<file path="src/rtl/accumulator_pkg.sv">
// ----------------------------------------------------------------------------
// accumulator_pkg
//   Shared definitions for the accumulator memory/processor pair and benches:
//   memory op codes, one-hot processor state encoding and default widths.
// ----------------------------------------------------------------------------
package accumulator_pkg;

  localparam int unsigned ACC_DATA_W       = 32;
  localparam int unsigned ACC_NUM_OPERANDS = 1024;
  localparam int unsigned ACC_CNT_W        = 10;
  localparam int unsigned OP_W             = 2;
  localparam int unsigned STATE_W          = 6;

  // Memory request codes (same encoding on both sides of the link).
  typedef enum logic [OP_W-1:0] {
    OP_NOP   = 2'b00,
    OP_FETCH = 2'b01,
    OP_SEND  = 2'b10
  } op_t;

  // One-hot processor states; exported on the debug state port.
  typedef enum logic [STATE_W-1:0] {
    ST_INI     = 6'b000001,
    ST_FETCH_A = 6'b000010,
    ST_FETCH_B = 6'b000100,
    ST_ADD     = 6'b001000,
    ST_SEND    = 6'b010000,
    ST_DONE    = 6'b100000
  } state_t;

  // Memory request implied by a state; gap marks the one-cycle NOP before a FETCH.
  function automatic op_t state_op(input state_t s, input logic gap);
    op_t o;
    o = OP_NOP;
    case (s)
      ST_FETCH_A,
      ST_FETCH_B: o = gap ? OP_NOP : OP_FETCH;
      ST_SEND:    o = OP_SEND;
      default:    o = OP_NOP;
    endcase
    return o;
  endfunction

endpackage : accumulator_pkg

</file>
<file path="src/rtl/accumulator_adder.sv">
// ----------------------------------------------------------------------------
// accumulator_adder
//   Combinational unsigned DATA_W adder with carry out.
//   Build option ACC_SATURATE_EN: when defined, a carry clamps the sum to
//   all-ones; when undefined the sum wraps modulo 2^DATA_W. The carry output
//   reports the overflow in both builds.
// Ports
//   i_a, i_b  in  DATA_W  operands
//   o_sum     out DATA_W  wrapped or saturated sum
//   o_carry   out 1       carry out of bit DATA_W-1
// ----------------------------------------------------------------------------
module accumulator_adder
  import accumulator_pkg::*;
#(
  parameter int unsigned DATA_W = ACC_DATA_W
) (
  input  logic [DATA_W-1:0] i_a,
  input  logic [DATA_W-1:0] i_b,
  output logic [DATA_W-1:0] o_sum,
  output logic              o_carry
);

  localparam int unsigned FULL_W = DATA_W + 1;

  logic [FULL_W-1:0] w_full;

  // One extra bit keeps the carry.
  assign w_full  = FULL_W'(i_a) + FULL_W'(i_b);
  assign o_carry = w_full[DATA_W];

`ifdef ACC_SATURATE_EN
  assign o_sum = w_full[DATA_W] ? {DATA_W{1'b1}} : w_full[DATA_W-1:0];
`else
  assign o_sum = w_full[DATA_W-1:0];
`endif

endmodule : accumulator_adder

</file>
<file path="src/rtl/accumulator_processor.sv">
// ----------------------------------------------------------------------------
// accumulator_processor
//   Reduction stage behind accumulator_memory. After the memory reports full it
//   repeatedly fetches two operands, adds them and sends the sum back, until
//   NUM_OPERANDS values have been folded into one total (NUM_OPERANDS-1 adds).
//   Build option ACC_SATURATE_EN (see accumulator_adder) selects saturating
//   instead of wrapping addition.
// Ports
//   clk        in   1        rising-edge clock
//   reset      in   1        asynchronous active-low reset
//   mem_full   in   1        memory load complete, start processing
//   op         out  2        memory request NOP/FETCH/SEND
//   signal     in   1        memory ack pulse (read valid / write taken)
//   read       in   DATA_W   fetched operand
//   write      out  DATA_W   sum presented to memory during SEND
//   result     out  DATA_W   last sum; final total once done
//   add_count  out  CNT_W    acknowledged additions
//   overflow   out  1        sticky carry-out flag
//   done       out  1        reduction complete
//   state      out  6        one-hot state (debug)
// ----------------------------------------------------------------------------
module accumulator_processor
  import accumulator_pkg::*;
#(
  parameter int unsigned DATA_W       = ACC_DATA_W,
  parameter int unsigned NUM_OPERANDS = ACC_NUM_OPERANDS,
  parameter int unsigned CNT_W        = ACC_CNT_W
) (
  input  logic               clk,
  input  logic               reset,
  input  logic               mem_full,
  output logic [OP_W-1:0]    op,
  input  logic               signal,
  input  logic [DATA_W-1:0]  read,
  output logic [DATA_W-1:0]  write,
  output logic [DATA_W-1:0]  result,
  output logic [CNT_W-1:0]   add_count,
  output logic               overflow,
  output logic               done,
  output logic [STATE_W-1:0] state
);

  // Count value (before increment) of the SEND that completes the reduction.
  localparam logic [CNT_W-1:0] LAST_ADD = CNT_W'(NUM_OPERANDS - 2);

  state_t            r_state;
  state_t            w_state_nxt;
  logic              r_gap;
  logic              w_gap_nxt;
  op_t               r_op;
  op_t               w_op_nxt;
  logic              r_done;
  logic              w_done_nxt;

  logic              w_ack_a;
  logic              w_ack_b;
  logic              w_ack_send;
  logic              w_last_add;

  logic [DATA_W-1:0] r_a;
  logic [DATA_W-1:0] r_b;
  logic [DATA_W-1:0] r_write;
  logic [DATA_W-1:0] r_result;
  logic [CNT_W-1:0]  r_add_count;
  logic              r_overflow;
  logic [DATA_W-1:0] w_sum;
  logic              w_carry;

  // Adder datapath
  accumulator_adder #(
    .DATA_W (DATA_W)
  ) u_adder (
    .i_a     (r_a),
    .i_b     (r_b),
    .o_sum   (w_sum),
    .o_carry (w_carry)
  );

  assign w_last_add = (r_add_count == LAST_ADD);

  // State register; r_gap marks the NOP cycle preceding a FETCH request.
  always_ff @(posedge clk or negedge reset) begin
    if (!reset) begin
      r_state <= ST_INI;
      r_gap   <= 1'b0;
    end else begin
      r_state <= w_state_nxt;
      r_gap   <= w_gap_nxt;
    end
  end

  // Next-state logic; acks only count while the matching request is on op.
  always_comb begin
    w_state_nxt = r_state;
    w_gap_nxt   = r_gap;
    w_ack_a     = 1'b0;
    w_ack_b     = 1'b0;
    w_ack_send  = 1'b0;
    case (r_state)
      ST_INI: begin
        if (mem_full) begin
          w_state_nxt = ST_FETCH_A;
          w_gap_nxt   = 1'b0;
        end
      end
      ST_FETCH_A: begin
        if (r_gap) begin
          w_gap_nxt = 1'b0;
        end else if (signal) begin
          w_ack_a     = 1'b1;
          w_state_nxt = ST_FETCH_B;
          w_gap_nxt   = 1'b1;
        end
      end
      ST_FETCH_B: begin
        if (r_gap) begin
          w_gap_nxt = 1'b0;
        end else if (signal) begin
          w_ack_b     = 1'b1;
          w_state_nxt = ST_ADD;
          w_gap_nxt   = 1'b0;
        end
      end
      ST_ADD: begin
        w_state_nxt = ST_SEND;
        w_gap_nxt   = 1'b0;
      end
      ST_SEND: begin
        if (signal) begin
          w_ack_send = 1'b1;
          if (w_last_add) begin
            w_state_nxt = ST_DONE;
            w_gap_nxt   = 1'b0;
          end else begin
            w_state_nxt = ST_FETCH_A;
            w_gap_nxt   = 1'b1;
          end
        end
      end
      ST_DONE: begin
        w_state_nxt = ST_DONE;
        w_gap_nxt   = 1'b0;
      end
      default: begin
        w_state_nxt = ST_INI;
        w_gap_nxt   = 1'b0;
      end
    endcase
  end

  // Output decode from the next state so op/done register alongside the state.
  always_comb begin
    w_op_nxt   = OP_NOP;
    w_done_nxt = 1'b0;
    w_op_nxt   = state_op(w_state_nxt, w_gap_nxt);
    w_done_nxt = (w_state_nxt == ST_DONE);
  end

  // Registered FSM outputs
  always_ff @(posedge clk or negedge reset) begin
    if (!reset) begin
      r_op   <= OP_NOP;
      r_done <= 1'b0;
    end else begin
      r_op   <= w_op_nxt;
      r_done <= w_done_nxt;
    end
  end

  // Operand capture, sum/result registers, sticky overflow and add counter.
  always_ff @(posedge clk or negedge reset) begin
    if (!reset) begin
      r_a         <= '0;
      r_b         <= '0;
      r_write     <= '0;
      r_result    <= '0;
      r_add_count <= '0;
      r_overflow  <= 1'b0;
    end else begin
      if (w_ack_a) begin
        r_a <= read;
      end
      if (w_ack_b) begin
        r_b <= read;
      end
      if (r_state == ST_ADD) begin
        r_write    <= w_sum;
        r_result   <= w_sum;
        r_overflow <= r_overflow | w_carry;
      end
      if (w_ack_send) begin
        r_add_count <= r_add_count + CNT_W'(1);
      end
    end
  end

  assign op        = r_op;
  assign done      = r_done;
  assign state     = r_state;
  assign write     = r_write;
  assign result    = r_result;
  assign add_count = r_add_count;
  assign overflow  = r_overflow;

endmodule : accumulator_processor
</file>
<file path="config.mk">
export PLATFORM = sky130hd
export DESIGN_NAME = accumulator_processor
export DESIGN_NICKNAME = d
export VERILOG_FILES = /design/src/rtl/accumulator_pkg.sv /design/src/rtl/accumulator_adder.sv /design/src/rtl/accumulator_processor.sv
export SDC_FILE = /design/constraint.sdc
export NUM_CORES = 1
export LEC_CHECK = 0
export ABC_AREA = 1
export CORE_MARGIN = 5
export CORE_UTILIZATION = 25
export CTS_CLUSTER_DIAMETER = 80
export CTS_CLUSTER_SIZE = 12
export DETAILED_ROUTE_END_ITERATION = 7
export GPL_TIMING_DRIVEN = 0
export SYNTH_ARGS = -nofsm -noshare
export SYNTH_HDL_FRONTEND = slang
export SYNTH_SLANG_ARGS = --single-unit
</file>
<file path="constraint.sdc">
create_clock -name clk -period 5.5 [get_ports clk]
set_input_delay 1.65 -clock clk [delete_from_list [all_inputs] [get_ports clk]]
set_output_delay 1.65 -clock clk [all_outputs]
set_load 0.1 [all_outputs]
</file>
======== Word level (Yosys, flattened, before mapping) ========
Index checks and enable logic that the tools add are counted.
storage, ports and cells
  output and inout port bits .............. 84
  register bits ........................... 117
  logic and storage cells ................. 43
  input bits .............................. 36
operators by class
  reduce and logical (&&, ||, !) cells .... 1
  add/sub/neg operators ................... 2
  mux-type cells .......................... 19
  bitwise logic cells ..................... 1
  equality and inequality tests ........... 11
operators by type and width
  operator                                                          count
  6-bit 2-to-1 mux                                                  7
  6-bit case mux with 6 select lines                                1
  32-bit by 32-bit adder with 33-bit output                         1
  6-bit by 2-bit == test with 1-bit output (second input constant)  2
  6-bit by 3-bit == test with 1-bit output (second input constant)  2
  6-bit by 5-bit == test with 1-bit output (second input constant)  2
  6-bit == test (second input constant)                             2
  10-bit by 1-bit adder with 10-bit output (second input constant)  1
  10-bit == test (second input constant)                            1
  1-bit 2-to-1 mux                                                  9
  6-bit by 1-bit == test with 1-bit output (second input constant)  1
  6-bit by 4-bit == test with 1-bit output (second input constant)  1
  2-bit case mux with 2 select lines                                1
  1-bit case mux with 3 select lines                                1
  2-bit OR reduction                                                1
  1-bit bitwise OR                                                  1

======== Depth between registers and ports, before layout ========
  depth after elaboration ................. 7
  mapped depth ............................ 13
  depth with buffers taken out ............ 13

======== Hierarchy ========
Synthesis repeated with hierarchy kept, for this count alone.
unflattened totals
  cells, all modules ...................... 1,076
  area, all modules ....................... 7,342.0 um2
by module, submodules not included
  module                 instances  area an instance (um2)  cells an instance  sequential area each (um2)
  accumulator_processor  1          4,918.5                 571                2,929.1
  accumulator_adder      1          2,423.6                 505                0.0

======== Worst setup path before layout ========
No wires, ideal clock.
  path kind ............................... reg-to-output
  from .................................... reg, netlist name result[0]
  to ...................................... out write[0]
  buffers on the path ..................... 1
  data arrival time ....................... 1.340 ns
  data required time ...................... 3.850 ns
  slack ................................... 2.510 ns
  cell stages (with the launch flop) ...... 2
  path through ............................ dfrtp_1 -> buf_4
RTL lines
  what           line                         text
  end, declared  accumulator_processor.sv:35  output logic [DATA_W-1:0] write,

======== Worst setup path in the final report ========
  from .................................... reg r_state[0] (netlist: state[0])
  to ...................................... out state[0]
RTL lines
  what                    line                         text
  start, declared         accumulator_processor.sv:46  state_t r_state;
  start signal, assigned  accumulator_processor.sv:87  r_state <= w_state_nxt;
  end, declared           accumulator_processor.sv:40  output logic [STATE_W-1:0] state
No word-level cell between the ends.

==> metrics.txt <==
Avg Cell Area, Syn 7.116 um2; area grow syn2layout 31.40%; fin area 0.009509 mm2; RSZ-0062 raised after global routing no; Ant. Diodes 0; HP Class flip-flop to flip-flop; max incr delay on CP 1170 ps; Primary FF master, synth dfrtp_1; Root Buffer clkbuf_16; Placement Cell Area 0.008937 mm2; startpoint types flip-flop; die area 0.03245 mm2; status complete, no violations; vias in the first global route 6267; PostCTS Resize Cnt 0; CP endpoint state[0]; maximum clock path buffer count 2; Setup-failing EPs final 0; Area contributors post-synth dfrtp_1 40%, nand2_1 19%, inv_1 9.0%; Reg2Reg Capture Point overflow; min Tclk post-route 3823 ps; critical path class flip-flop to output port; GRT Util Overall 0.1261; area leader, netlist dfrtp_1; # rows 62; dominant combinational cell family by area after synthesis simple AND/OR/NAND/NOR gates; Worst-Margin Slew 1003 ps; maximum VDD drop 261.7 uV; Die X 180.1 um; Core Area 0.02863 mm2; Crit. path cell count 1; cts bufs inserted 17; DRT Pass-1 Iters 5; Via density 4.234; top cells by count, synth 363 x nand2_1, 174 x inv_1, 116 x dfrtp_1, 63 x o21ai_0, 51 x nand3_1; Synth Area in Compound Gates 0.07624; XOR/XNOR share of the synthesized area 0.02541; Worst Reg-to-Reg Cells 12; starting density of the core 0.2528; post-CTS setup buffers 0; cells after synthesis 1017; fin crit share 0.6951; Hold Fails Final Rpt 0; WL per Instance 13.05 um; CTS tree done; arrival time worst endpoint 2170 ps; Critical path origin state[0]; CP Buf/Inv Count 1; Hold-fix buffers, CTS 0; Seq/Total Area, Yosys 0.4047; most numerous cell in the Yosys netlist nand2_1; Yosys reg bits 117; post-route ant nets 0; Post-Syn Area 0.007237 mm2; multiplexer area fraction after synthesis 0; drt drc 0; fin cells 1553; clk_lat worst skew 430 ps; Post-DP HPWL 16.23 mm; simple-gate share of the synthesized area 0.2930; Fin Setup TNS 0 ps; total number of vias 6576; CP cell instances clkdlybuf4s50_1; Mapped Nets 1088; Worst slew margin 0.3290; Clock Skews 11.51 ps; layout cells sized above 1 0.08554; grt total ovfl 0; post-synthesis adder-cell area fraction 0.06155; WHS 467.2 ps; PwrDens 682.8 mW/mm2; Post-synth EDFFs 0; CP top delay family buffers and inverters; Cells after DPL 1521; nets 1227; share of Yosys cell area claimed by the top area cell type 0.4011; Max FO, Critical Path 4; CP max stage cell clkdlybuf4s50_1; IO Port Bufs 119; FF-to-FF setup slack 3180 ps; fill cell count 3038; Routability Congestion 0.8865; clock sink count 117; H-Tree Depth 4; largest net degree at the start of global routing 77; initial antenna violation count 0; Worst EP required 3850 ps; worst hold stages 2; DR iter-0 viols 354; leakage power 5.029 nW; highest clock rate 0.2616 GHz; first-pass GRT wire length 33.02 mm; crit path capture type output port; FFs w/ async S/R, synth 1.000; IO Pins 120; chip height 180.1 um; FF-to-FF Start r_a[0]; Detailed Route WL 20.27 mm; Synth cell types 34; total power 6.493 mW; max_cap viols 0; Clock Pin Slew Worst Setup and Hold Paths 60 ps; Synth Warn # 0; final slew viol count 0
cells in the final DEF, fill, tap and decap left out, types with 3 or more instances in the layout:
master	count
a21oi_1	19
and2_1	6
buf_2	14
buf_4	32
clkbuf_1	6
clkbuf_16	17
clkdlybuf4s50_1	118
clkinvlp_4	3
dfrtp_1	116
ha_1	34
inv_1	174
inv_2	4
inv_6	5
nand2_1	363
nand3_1	51
nand4_1	13
nor2_1	47
nor2_2	3
nor2_4	4
nor3_1	8
o21ai_0	63
o21ai_1	21
xnor2_1	15
xor2_1	6
stage by stage:
stage / util / setup WS, ps
2_1_floorplan: - / 2510
3_3_place_gp: 0.3112 / -1740
4_1_cts: 0.3322 / 1650
3_5_place_dp: 0.3122 / 2072
6_report: 0.3322 / 1677
5_1_grt: 0.3322 / 1623
power by group:
group | switching [mW] | internal, mW
logic | 2.83 | 1.17
registers | 0.228 | 1.19
clock network | 0.454 | 0.632
total | 3.51 | 2.99
area by class of cell:
cell class / count / area (um2) / area share
multi-input cells: 669 / 3302 / 0.3472
flip-flops and latches: 117 / 2929 / 0.3080
repair buffers: 120 / 1220 / 0.1283
inverters: 178 / 668.1 / 0.07026
well taps: 384 / 480.5 / 0.05053
clock buffers: 17 / 425.4 / 0.04474
plain buffers: 53 / 337.8 / 0.03553
clock inverters: 15 / 146.4 / 0.01539
how the worst min path moves through the flow:
| stage | from | to | slack, ps |
|---|---|---|---|
| after floorplan | r_b[0] | r_b[0] | 460 |
| after detailed placement | overflow | overflow | 470 |
| final | overflow | overflow | 470 |
| after global placement | overflow | overflow | 450 |
| after CTS | overflow | overflow | 480 |
| after global routing | r_b[27] | r_b[27] | 510 |
per-layer routing:
layer  share of wire  wire, um  vias to the layer above  GRT usage
li1                -         -                     3390          -
met1            0.48      9667                     3012     0.1671
met2            0.45      9190                      150     0.2040
met3           0.054      1085                       24    0.03028
met4           0.016       331                        0    0.04083
met5               0         0                        -          0
state kept, by name, summed over array words and instances, names as in the netlist, 2 cells and up:
name / flops
add_count: 10
result: 32
state: 6
op: 2
r_b: 32
r_a: 32
cell families after synthesis:
family | Yosys count
AND/OR/NAND/NOR | 505
buffers and inverters | 231
flip-flops | 117
AO/OA/AOI/OAI | 108
adder cells (fa/ha/maj) | 35
XOR/XNOR | 21
No activity file was read; power rests on OpenSTA's default activity.
